==> config.mk <==
export PLATFORM = sky130hd
export DESIGN_NAME = ro_puf_engine
export DESIGN_NICKNAME = d
export VERILOG_FILES = /design/src/rtl/ro_puf_pkg.sv /design/src/rtl/ro_edge_counter.sv /design/src/rtl/ro_puf_engine.sv
export SDC_FILE = /design/constraint.sdc
export NUM_CORES = 1
export LEC_CHECK = 0
export CORE_MARGIN = 4
export CORE_UTILIZATION = 50
export DETAILED_ROUTE_END_ITERATION = 8
export GPL_ROUTABILITY_DRIVEN = 0
export PLACE_DENSITY = 0.7
export SYNTH_ARGS = -nofsm -noshare
export SYNTH_HDL_FRONTEND = slang
export SYNTH_HIERARCHICAL = 1
export SYNTH_SLANG_ARGS = --single-unit
==> constraint.sdc <==
create_clock -name clock -period 7.6 [get_ports clock]
set_input_delay 1.52 -clock clock [delete_from_list [all_inputs] [get_ports clock]]
set_output_delay 1.52 -clock clock [all_outputs]
set_load 0.05 [all_outputs]
==> src/rtl/ro_puf_pkg.sv <==
// Shared types and defaults for the ring-oscillator PUF measurement engine.
package ro_puf_pkg;

    typedef enum logic [2:0] {
        IDLE,
        CLEAR,
        MEASURE,
        SETTLE,
        COMPARE,
        OUTPUT
    } state_t;

    localparam int NUM_RO_DEF = 16;
    localparam int CNT_W_DEF  = 12;
    localparam int WINDOW_DEF = 4095;

    function automatic int clog2(input int value);
        int result;
        int rem;
        result = 0;
        rem    = value - 1;
        while (rem > 0) begin
            result = result + 1;
            rem    = rem >> 1;
        end
        return result;
    endfunction

endpackage

==> src/rtl/ro_edge_counter.sv <==
// Saturating edge counter clocked by a ring oscillator; the enable is resynchronised
// into the RO domain so counting starts and stops on clean RO edges.
module ro_edge_counter #(
    parameter int CNT_W = 12
) (
    input  logic             roClk_i,
    input  logic             clear_i,
    input  logic             enable_i,
    output logic [CNT_W-1:0] count_o
);

    logic             enMeta_q;
    logic             enSync_q;
    logic [CNT_W-1:0] count_q;
    logic [CNT_W-1:0] count_d;

    // Stick at all-ones so an overlong window reads as saturated rather than wrapping.
    always_comb begin
        count_d = count_q;
        if (enSync_q && (count_q != '1)) begin
            count_d = count_q + 1'b1;
        end
    end

    always_ff @(posedge roClk_i or posedge clear_i) begin
        if (clear_i) begin
            enMeta_q <= 1'b0;
            enSync_q <= 1'b0;
            count_q  <= '0;
        end else begin
            enMeta_q <= enable_i;
            enSync_q <= enMeta_q;
            count_q  <= count_d;
        end
    end

    assign count_o = count_q;

endmodule

==> src/rtl/ro_puf_engine.sv <==
// Ring-oscillator PUF measurement engine: sequences clear/measure/settle windows per RO
// pair and assembles the comparison bits into a valid/ready response.
module ro_puf_engine
    import ro_puf_pkg::*;
#(
    parameter int NUM_RO        = NUM_RO_DEF,
    parameter int SEL_W         = clog2(NUM_RO),
    parameter int CNT_W         = CNT_W_DEF,
    parameter int WINDOW        = WINDOW_DEF,
    parameter int CLR_CYCLES    = 3,
    parameter int SETTLE_CYCLES = 4,
    parameter int RESP_BITS     = 16
) (
    input  logic                 clock,
    input  logic                 reset,
    input  logic                 start,
    input  logic                 mode,
    input  logic [SEL_W-1:0]     chal_a,
    input  logic [SEL_W-1:0]     chal_b,
    input  logic [NUM_RO-1:0]    ro_in,
    output logic                 ro_en,
    output logic                 ro_rst,
    output logic                 busy,
    output logic                 resp_valid,
    input  logic                 resp_ready,
    output logic [RESP_BITS-1:0] response,
    output logic [CNT_W-1:0]     cnt_a_last,
    output logic [CNT_W-1:0]     cnt_b_last,
    output logic                 tie,
    output logic                 ovf
);

    localparam logic [15:0]      CLR_LAST = 16'(CLR_CYCLES - 1);
    localparam logic [15:0]      WIN_LAST = 16'(WINDOW - 1);
    localparam logic [15:0]      SET_LAST = 16'(SETTLE_CYCLES - 1);
    localparam logic [SEL_W-1:0] P_LAST   = SEL_W'(RESP_BITS - 1);
    localparam logic [SEL_W:0]   RO_COUNT = (SEL_W + 1)'(NUM_RO);

    state_t               state_q, state_d;
    logic [15:0]          timer_q, timer_d;
    logic                 mode_q, mode_d;
    logic [SEL_W-1:0]     chalA_q, chalA_d, chalB_q, chalB_d, p_q, p_d;
    logic [RESP_BITS-1:0] resp_q, resp_d;
    logic                 tie_q, tie_d, ovf_q, ovf_d;
    logic [CNT_W-1:0]     cntALast_q, cntALast_d, cntBLast_q, cntBLast_d;
    logic [CNT_W-1:0]     syncA1_q, syncA2_q, syncB1_q, syncB2_q;
    logic                 roRst_q, roEn_q;
    logic [SEL_W:0]       pInc;
    logic [SEL_W-1:0]     selA, selB;
    logic [CNT_W-1:0]     cntA, cntB;
    logic                 bitVal;

    // Sweep pairs each RO with its neighbour, wrapping the last one back to RO 0.
    assign pInc   = {1'b0, p_q} + 1'b1;
    assign selA   = mode_q ? p_q : chalA_q;
    assign selB   = mode_q ? ((pInc == RO_COUNT) ? '0 : pInc[SEL_W-1:0]) : chalB_q;
    assign bitVal = (syncA2_q > syncB2_q);

    ro_edge_counter #(.CNT_W(CNT_W)) uCntA (
        .roClk_i  (ro_in[selA]),
        .clear_i  (roRst_q),
        .enable_i (roEn_q),
        .count_o  (cntA)
    );

    ro_edge_counter #(.CNT_W(CNT_W)) uCntB (
        .roClk_i  (ro_in[selB]),
        .clear_i  (roRst_q),
        .enable_i (roEn_q),
        .count_o  (cntB)
    );

    always_comb begin
        state_d    = state_q;
        timer_d    = timer_q;
        mode_d     = mode_q;
        chalA_d    = chalA_q;
        chalB_d    = chalB_q;
        p_d        = p_q;
        resp_d     = resp_q;
        tie_d      = tie_q;
        ovf_d      = ovf_q;
        cntALast_d = cntALast_q;
        cntBLast_d = cntBLast_q;
        case (state_q)
            IDLE: begin
                if (start) begin
                    mode_d  = mode;
                    chalA_d = chal_a;
                    chalB_d = chal_b;
                    resp_d  = '0;
                    tie_d   = 1'b0;
                    ovf_d   = 1'b0;
                    p_d     = '0;
                    timer_d = '0;
                    state_d = CLEAR;
                end
            end
            CLEAR: begin
                timer_d = timer_q + 16'd1;
                if (timer_q == CLR_LAST) begin
                    timer_d = '0;
                    state_d = MEASURE;
                end
            end
            MEASURE: begin
                timer_d = timer_q + 16'd1;
                if (timer_q == WIN_LAST) begin
                    timer_d = '0;
                    state_d = SETTLE;
                end
            end
            SETTLE: begin
                timer_d = timer_q + 16'd1;
                if (timer_q == SET_LAST) begin
                    timer_d = '0;
                    state_d = COMPARE;
                end
            end
            COMPARE: begin
                cntALast_d = syncA2_q;
                cntBLast_d = syncB2_q;
                if (syncA2_q == syncB2_q) begin
                    tie_d = 1'b1;
                end
                if ((syncA2_q == '1) || (syncB2_q == '1)) begin
                    ovf_d = 1'b1;
                end
                if (!mode_q) begin
                    resp_d    = '0;
                    resp_d[0] = bitVal;
                    state_d   = OUTPUT;
                end else begin
                    resp_d[p_q] = bitVal;
                    if (p_q == P_LAST) begin
                        state_d = OUTPUT;
                    end else begin
                        p_d     = p_q + 1'b1;
                        state_d = CLEAR;
                    end
                end
            end
            OUTPUT: begin
                if (resp_ready) begin
                    state_d = IDLE;
                end
            end
            default: state_d = IDLE;
        endcase
    end

    // RO controls are registered from the next state so they change glitch-free with the FSM.
    always_ff @(posedge clock or posedge reset) begin
        if (reset) begin
            state_q    <= IDLE;
            timer_q    <= '0;
            mode_q     <= 1'b0;
            chalA_q    <= '0;
            chalB_q    <= '0;
            p_q        <= '0;
            resp_q     <= '0;
            tie_q      <= 1'b0;
            ovf_q      <= 1'b0;
            cntALast_q <= '0;
            cntBLast_q <= '0;
            syncA1_q   <= '0;
            syncA2_q   <= '0;
            syncB1_q   <= '0;
            syncB2_q   <= '0;
            roRst_q    <= 1'b1;
            roEn_q     <= 1'b0;
        end else begin
            state_q    <= state_d;
            timer_q    <= timer_d;
            mode_q     <= mode_d;
            chalA_q    <= chalA_d;
            chalB_q    <= chalB_d;
            p_q        <= p_d;
            resp_q     <= resp_d;
            tie_q      <= tie_d;
            ovf_q      <= ovf_d;
            cntALast_q <= cntALast_d;
            cntBLast_q <= cntBLast_d;
            syncA1_q   <= cntA;
            syncA2_q   <= syncA1_q;
            syncB1_q   <= cntB;
            syncB2_q   <= syncB1_q;
            roRst_q    <= (state_d == IDLE) || (state_d == CLEAR);
            roEn_q     <= (state_d == MEASURE);
        end
    end

    assign ro_rst     = roRst_q;
    assign ro_en      = roEn_q;
    assign busy       = (state_q != IDLE);
    assign resp_valid = (state_q == OUTPUT);
    assign response   = resp_q;
    assign cnt_a_last = cntALast_q;
    assign cnt_b_last = cntBLast_q;
    assign tie        = tie_q;
    assign ovf        = ovf_q;

endmodule
# Word level (Yosys, flattened, before mapping)
# Cells that the tools add are included.
word_totals:
  regBits: 152
  inputBits: 29
classes:
  addsub: 5
  order_cmp: 5
  n_eq_ne: 22
  mux: 34
  reduce_logical: 16
op_table:
  columns: ["op", "count"]
  rows:
  - ["16-bit two-way mux", 5]
  - ["16-bit case mux with 4 select lines", 1]
  - ["16-bit by 2-bit equality test with 1-bit output, second input constant", 2]
  - ["16-bit case mux with 2 select lines", 1]
  - ["12-bit by 1-bit adder with 12-bit output, second input constant", 2]
  - ["12-bit equality test, second input constant", 2]
  - ["4-bit two-way mux", 6]
  - ["12-bit inequality test, second input constant", 2]
  - ["3-bit two-way mux", 7]
  - ["3-bit case mux with 6 select lines", 1]
  - ["16-bit by 1-bit adder with 16-bit output, second input constant", 1]
  - ["16-bit bitwise mux", 1]
  - ["16-bit by 12-bit equality test with 1-bit output, second input constant", 1]
  - ["4-bit by 5-bit less-than comparator with 1-bit output, second input constant", 3]
  - ["12-bit equality test", 1]
  - ["12-bit greater-than comparator", 1]
  - ["2-bit inequality test, second input constant", 5]
  - ["3-bit by 2-bit equality test with 1-bit output, second input constant", 3]
  - ["1-bit binary-select mux with 4-bit select", 2]
  - ["4-bit case mux with 2 select lines", 1]
  - ["3-bit by 1-bit equality test with 1-bit output, second input constant", 2]
  - ["3-bit equality test, second input constant", 2]
  - ["3-bit logical NOT", 2]
  - ["1-bit two-way mux", 6]
  - ["15 further kinds", 22]

# Longest topological paths before layout
# Gate-level depths: netlist of run 1.
depth:
  ltp_word: 7
  mapped_depth: 9
  mapped_depth_nobuf: 8

# By module
# Netlist of run 1, hierarchy kept.
modules_own_cells:
  columns: ["module", "instances", "cells_each", "area_per_inst_um2"]
  rows:
  - ["ro_puf_engine", 1, 511, 5477.8]
  - ["ro_edge_counter", 2, 64, 723.2]

==> flow_metrics.tcl, run 1 <==
set metrics [dict create \
    hp-start "syncB1_q[7]" \
    pin_count 75 \
    cts_hold_buf 0 \
    n_antenna_cell 0 \
    max_slew_margin_pct 18.1 \
    worstHoldPathCells 0 \
    period_share_pct 48.7 \
    combPwrFrac_pct 28.4 \
    via_per_inst 5.81 \
    post_cts_buffers 0 \
    die_x_um 126 \
    ys.flop_type "dfrtp_1" \
    end_kind "primary output" \
    die_y_um 126 \
    synth.yosys.seq_area_share_pct 55.0 \
    hold_end "syncB2_q[7]" \
    synth.top_cell.area_share_pct 54.6 \
    dpl.hpwl_um 11100 \
    criticalPathCategory "reg2out" \
    clkTransAtPathRegs_ns 0.05 \
    unclocked_regs 28 \
    worst_slew_pin_slew_ns 1.22 \
    cp-start-kind "register" \
    hp-class "reg2reg" \
    p_clk_share_pct 31.8 \
    fin_setup_tns_ns 0 \
    worstPathArrival_ns 2.18 \
    cts_tree "yes" \
    nets 762 \
    initial_core_util_pct 51.7 \
    synth_top_area_cell "dfrtp_1" \
    reg2reg_slack_ns 4.61 \
    clk_latency_ns 0.41 \
    fin_util_pct 63.2 \
    ys_types 57 \
    drtAntennaViolNets 0 \
    ys_async_sr_fraction_pct 100 \
    intPower_w 0.00184 \
    cts.path.max_buffers 2 \
    first_global_vias 5340 \
    rows 42 \
    untimed_endpoints 52 \
    route.detailed.drc 0 \
    r2r_start "state_q[2]" \
    finalWorstPathRequiredPeriod_ns 3.70 \
    dieArea_mm2 0.0158 \
    grt-ovfl-total 0 \
    cap_violations 0 \
    power_density_mw_per_mm2 327 \
    r2r_end "p_q[3]" \
    synthesis.area_mm2 0.00692 \
    rsz0062_at_grt "false" \
    p_sw_share_pct 33.5 \
    skew_ns 0.00714 \
    r2r_cells 5 \
    synth_area_leaders "dfrtp_1 55%, nand2_1 5.1%, o21ai_0 4.1%" \
    grt_max_degree 64 \
    required_ns 6.08 \
    sequentialPowerShare_pct 39.8 \
    hold_violations 0 \
    grt_pass1_wl_um 26500 \
    drt-initial-drc-count 599 \
    io_buffers 74 \
    antenna_found_initial 0 \
    syn_inst 639 \
    vias 5238 \
    crit_path_max_fanout 13 \
    report.final.slew_viol_count 0 \
    syn_nets 688 \
    synth-edff-count 0 \
    cts_made_buffers 17 \
    max_freq_mhz 270 \
    leakage_nw 3.89 \
    syn_avg_cell_area_um2 10.8 \
    p_sw_w 0.000927 \
    ir_drop_v 0.000205 \
    syn2layout_area_growth_pct 22.3 \
    avgRoutedWirePerCell_um 17.4 \
    cts_resized 0 \
    yosysWarnings 6 \
    core_area_mm2 0.0134 \
    drt_pre_antenna_iters 5 \
    layout-drive-gt1-share_pct 11.3 \
    htree_levels 4 \
    status "finished clean" \
    setup_violations 0 \
    grt_usage_pct 20.6 \
    routed_wl_um 15700 \
    ys_seq_elements 152 \
    cts-root-buf "clkbuf_16" \
]
-- per-stage QoR --
| step | setup WS, ns | std cells | hold slack, ns | cell area (um2) | power, W |
|---|---|---|---|---|---|
| 6_report | 3.90 | 902 | 0.345 | 8470 | 0.00277 |
| 5_1_grt | 3.73 | 902 | 0.353 | 8470 | 0.00292 |
| 3_3_place_gp | 4.03 | 870 | 0.333 | 7820 | 0.00186 |
| 3_5_place_dp | 3.88 | 870 | 0.335 | 7820 | 0.00190 |
| 2_1_floorplan | 2.78 | 639 | 0.331 | 6920 | 0.00166 |
| 4_1_cts | 3.93 | 902 | 0.346 | 8470 | 0.00278 |
-- per-layer routing --
layer	global-route usage, %	up-vias	wire length, um
met5	0	-	0
met1	26.5	2617	6730
met3	4.40	18	687
met2	35.0	154	8000
met4	6.82	0	246
li1	-	2449	-
-- critical path, stage by stage, from the launching register on --
cell             delay [ns]
dfrtp_1                0.55
inv_1                  0.21
nor3_1                 0.17
clkdlybuf4s50_1        0.83
-- power by group through the flow --
stage               Clock (W)  Sequential [W]  Combinational (W)
CTS                  0.000889         0.00110           0.000796
detailed placement          0         0.00111           0.000789
global placement            0         0.00110           0.000759
global route         0.000926         0.00112           0.000871
floorplan                   0         0.00111           0.000557
finish               0.000881         0.00110           0.000788
-- cell families (layout without fill, tap and decap cells) --
logic type | count (synthesis) | after routing | share of synthesized area, %
buffers and inverters | 49 | 136 | 2.82
adder cells (fa/ha/maj) | 20 | 20 | 3.61
AO/OA/AOI/OAI | 139 | 139 | 12.7
XOR/XNOR | 7 | 7 | 0.885
AND/OR/NAND/NOR | 222 | 222 | 16.6
multiplexers | 50 | 50 | 8.49
flip-flops | 152 | 152 | 55.0
-- synthesized netlist by cell type (all sizes together), types with 5 or more instances --
| cell | number |
|---|---|
| a21oi | 30 |
| a22o | 5 |
| a31oi | 9 |
| and3 | 10 |
| clkbuf | 19 |
| dfrtp | 151 |
| ha | 20 |
| inv | 28 |
| mux2 | 21 |
| mux2i | 25 |
| nand2 | 95 |
| nand3 | 27 |
| nand4 | 21 |
| nor2 | 21 |
| nor3 | 13 |
| nor4 | 6 |
| o21ai | 66 |
| o31ai | 7 |
| or2 | 6 |
-- layout make-up --
cell class / instances / area, um2
clock buffers: 21 / 460
clock inverters: 11 / 189
fillers: 1065 / 4930
inverters: 28 / 108
multi-input cells: 438 / 2930
flip-flops and latches: 152 / 3800
well taps: 176 / 220
repair buffers: 76 / 756
-- how the worst max path moves through the flow --
stage                           from  slack (ns)           to
after floorplan                reset        2.78   chalA_q[0]
after global placement         start        4.03  timer_q[15]
after detailed placement       start        3.88  timer_q[15]
after CTS                 state_q[2]        3.93   resp_valid
after global routing      state_q[2]        3.73   resp_valid
final                     state_q[2]        3.90   resp_valid
-- cell usage in the layout (no fill, tap or decap), drive strengths merged, types with 3 or more instances in the layout --
cell / n
nor2b: 3
nand2: 95
dfrtp: 151
nand4: 21
and3: 10
or2: 6
mux4: 4
nor4: 6
xor2: 3
nor3: 13
and2: 3
mux2: 21
xnor2: 4
nand2b: 4
clkdlybuf4s50: 74
o211ai: 3
nand3: 27
o41ai: 4
inv: 29
and4: 4
nor2: 21
o31ai: 7
a21oi: 30
bufinv: 5
a22o: 5
mux2i: 25
a31oi: 9
ha: 20
clkinv: 3
o21ai: 66
clkbuf: 21
Power figures use the tool's default switching activity.
==> run 2: changes to the inputs <==
Settings changed: PLACE_DENSITY 0.7 to 0.73.
Clock period 7.6 ns to 3.25 ns, I/O delays scaled along.
==> run 2 against run 1 <==
  * Sequential power grew 130%
  * Sequential share of layout area about the same
  * First-iteration DRC count increased by 2.5%
  * Worst setup slack worse by 3.5 ns
  * Clock skew increased by 0.00097 ns
  * Highest routed layer unchanged
  * Register-to-register slack worse by 3.7 ns
  * Critical path depth stayed put
  * Via count shrank 0.27%
  * Combinational power up 130%
==> flow_metrics.tcl, run 2 (synthesis results as in run 1) <==
set metrics [dict create \
    routed_wl_um 15700 \
    setup_violations 0 \
    final_cell_mix "151 x dfrtp_1, 95 x nand2_1, 74 x clkdlybuf4s50_1" \
    cap_violations 0 \
    dieArea_mm2 0.0158 \
    core_area_mm2 0.0134 \
    final-instance-count-excl-fill 904 \
    p_clk_share_pct 30.5 \
    fin_setup_tns_ns 0 \
    first_global_vias 5193 \
    rows 42 \
    max_freq_mhz 353 \
    cts_tree "yes" \
    drtAntennaViolNets 0 \
    rsz0062_at_grt "false" \
    n_antenna_cell 0 \
    clk_latency_ns 0.41 \
    cts-root-buf "clkbuf_16" \
    syn2layout_area_growth_pct 22.2 \
    grt_max_degree 114 \
    report.final.slew_viol_count 0 \
    leakage_nw 3.89 \
    clkTransAtPathRegs_ns 0.06 \
    dpl.hpwl_um 11100 \
    drt-initial-drc-count 614 \
    antenna_found_initial 1 \
    htree_levels 4 \
    status "finished clean" \
    grt_pass1_wl_um 25800 \
    crit_path_max_fanout 13 \
    grt_usage_pct 20.1 \
    layout-drive-gt1-share_pct 11.8 \
    avgRoutedWirePerCell_um 17.3 \
    untimed_endpoints 52 \
    die_y_um 126 \
    hold_violations 0 \
    slowest_delay_ns 0.83 \
    sequentialPowerShare_pct 40.6 \
    power_density_mw_per_mm2 752 \
    p_sw_share_pct 35.0 \
    post_cts_buffers 0 \
    route.detailed.drc 0 \
    final_common_cell "dfrtp_1" \
    intPower_w 0.00413 \
    cp_num_buf_inv 2 \
    skew_ns 0.00810 \
    nets 764 \
    cts_resized 0 \
    cp-start-kind "register" \
    grt-ovfl-total 0 \
    whs_ns 0.346 \
    worstPathArrival_ns 2.18 \
    post-place-cells 872 \
    nFillCells 1041 \
    stdcell_area_mm2 0.00846 \
    pin_count 75 \
    cts_hold_buf 0 \
    ir_drop_v 0.000459 \
    combPwrFrac_pct 28.9 \
    placed_area_mm2 0.00785 \
    cts_made_buffers 17 \
    die_x_um 126 \
    critical-path-top-delay-family "buffers and inverters" \
    hp-class "reg2reg" \
    worstPathCellList "inv_1, nor3_1, clkdlybuf4s50_1" \
    unclocked_regs 28 \
    initial_core_util_pct 51.7 \
    drt_pre_antenna_iters 6 \
    vias 5224 \
    max_slew_margin_pct 32.0 \
    worst_slew_pin_slew_ns 1.01 \
    cts.path.max_buffers 2 \
    p_sw_w 0.00223 \
    finalWorstPathRequiredPeriod_ns 2.83 \
    reg2reg_slack_ns 0.91 \
    io_buffers 74 \
    end_kind "primary output" \
    required_ns 2.60 \
    criticalPathCategory "reg2out" \
    period_share_pct 87.1 \
    via_per_inst 5.78 \
    critPathSlowestCell "clkdlybuf4s50_1" \
]
[run 2: changes by cell type in the layout (fill, tap and decap cells not counted), sizes merged]
cell,delta
clkinv,+3
buf,+2
clkbuf,-4
bufinv,-2
inv,+3
[run 2: power groups by stage]
stage | combinational, W | clock, W | sequential, W
detailed placement | 0.00184 | 0 | 0.00260
floorplan | 0.00130 | 0 | 0.00259
global placement | 0.00177 | 0 | 0.00258
finish | 0.00184 | 0.00194 | 0.00258
global route | 0.00203 | 0.00204 | 0.00263
CTS | 0.00186 | 0.00197 | 0.00258
[run 2: area by class of cell]
type	count	area (um2)	share of cell area, %
sequential	152	3800	45.0
multi-input combinational	438	2930	34.6
timing repair buffer	78	783	9.26
clock buffer	17	425	5.03
tap	176	220	2.60
clock inverter	15	189	2.23
inverter	28	109	1.29
[run 2: metal layers]
| metal | track usage (%) | vias up | routed length, um |
|---|---|---|---|
| met3 | 4.87 | 32 | 795 |
| li1 | - | 2453 | - |
| met5 | 0 | - | 0 |
| met1 | 26.0 | 2569 | 6690 |
| met2 | 33.2 | 170 | 7860 |
| met4 | 7.21 | 0 | 317 |
[run 2: final timing paths]
check,endpoint,startpoint,cells after the start
min in group asynchronous,timer_q[4],reset,2
max reg2reg,timer_q[13],timer_q[12],6
max,resp_valid,state_q[2],3
min,syncB2_q[8],syncB1_q[8],0
min reg2reg,syncB2_q[8],syncB1_q[8],0
max in group asynchronous,syncB2_q[2],reset,3
[run 2: metrics by stage]
step           setup WS [ns]  util (%)  total power [W]
2_1_floorplan          0.761         -          0.00389
3_3_place_gp           0.538      58.6          0.00435
3_5_place_dp           0.487      58.6          0.00444
4_1_cts                0.427      63.1          0.00641
5_1_grt                0.254      63.1          0.00670
6_report               0.419      63.1          0.00636
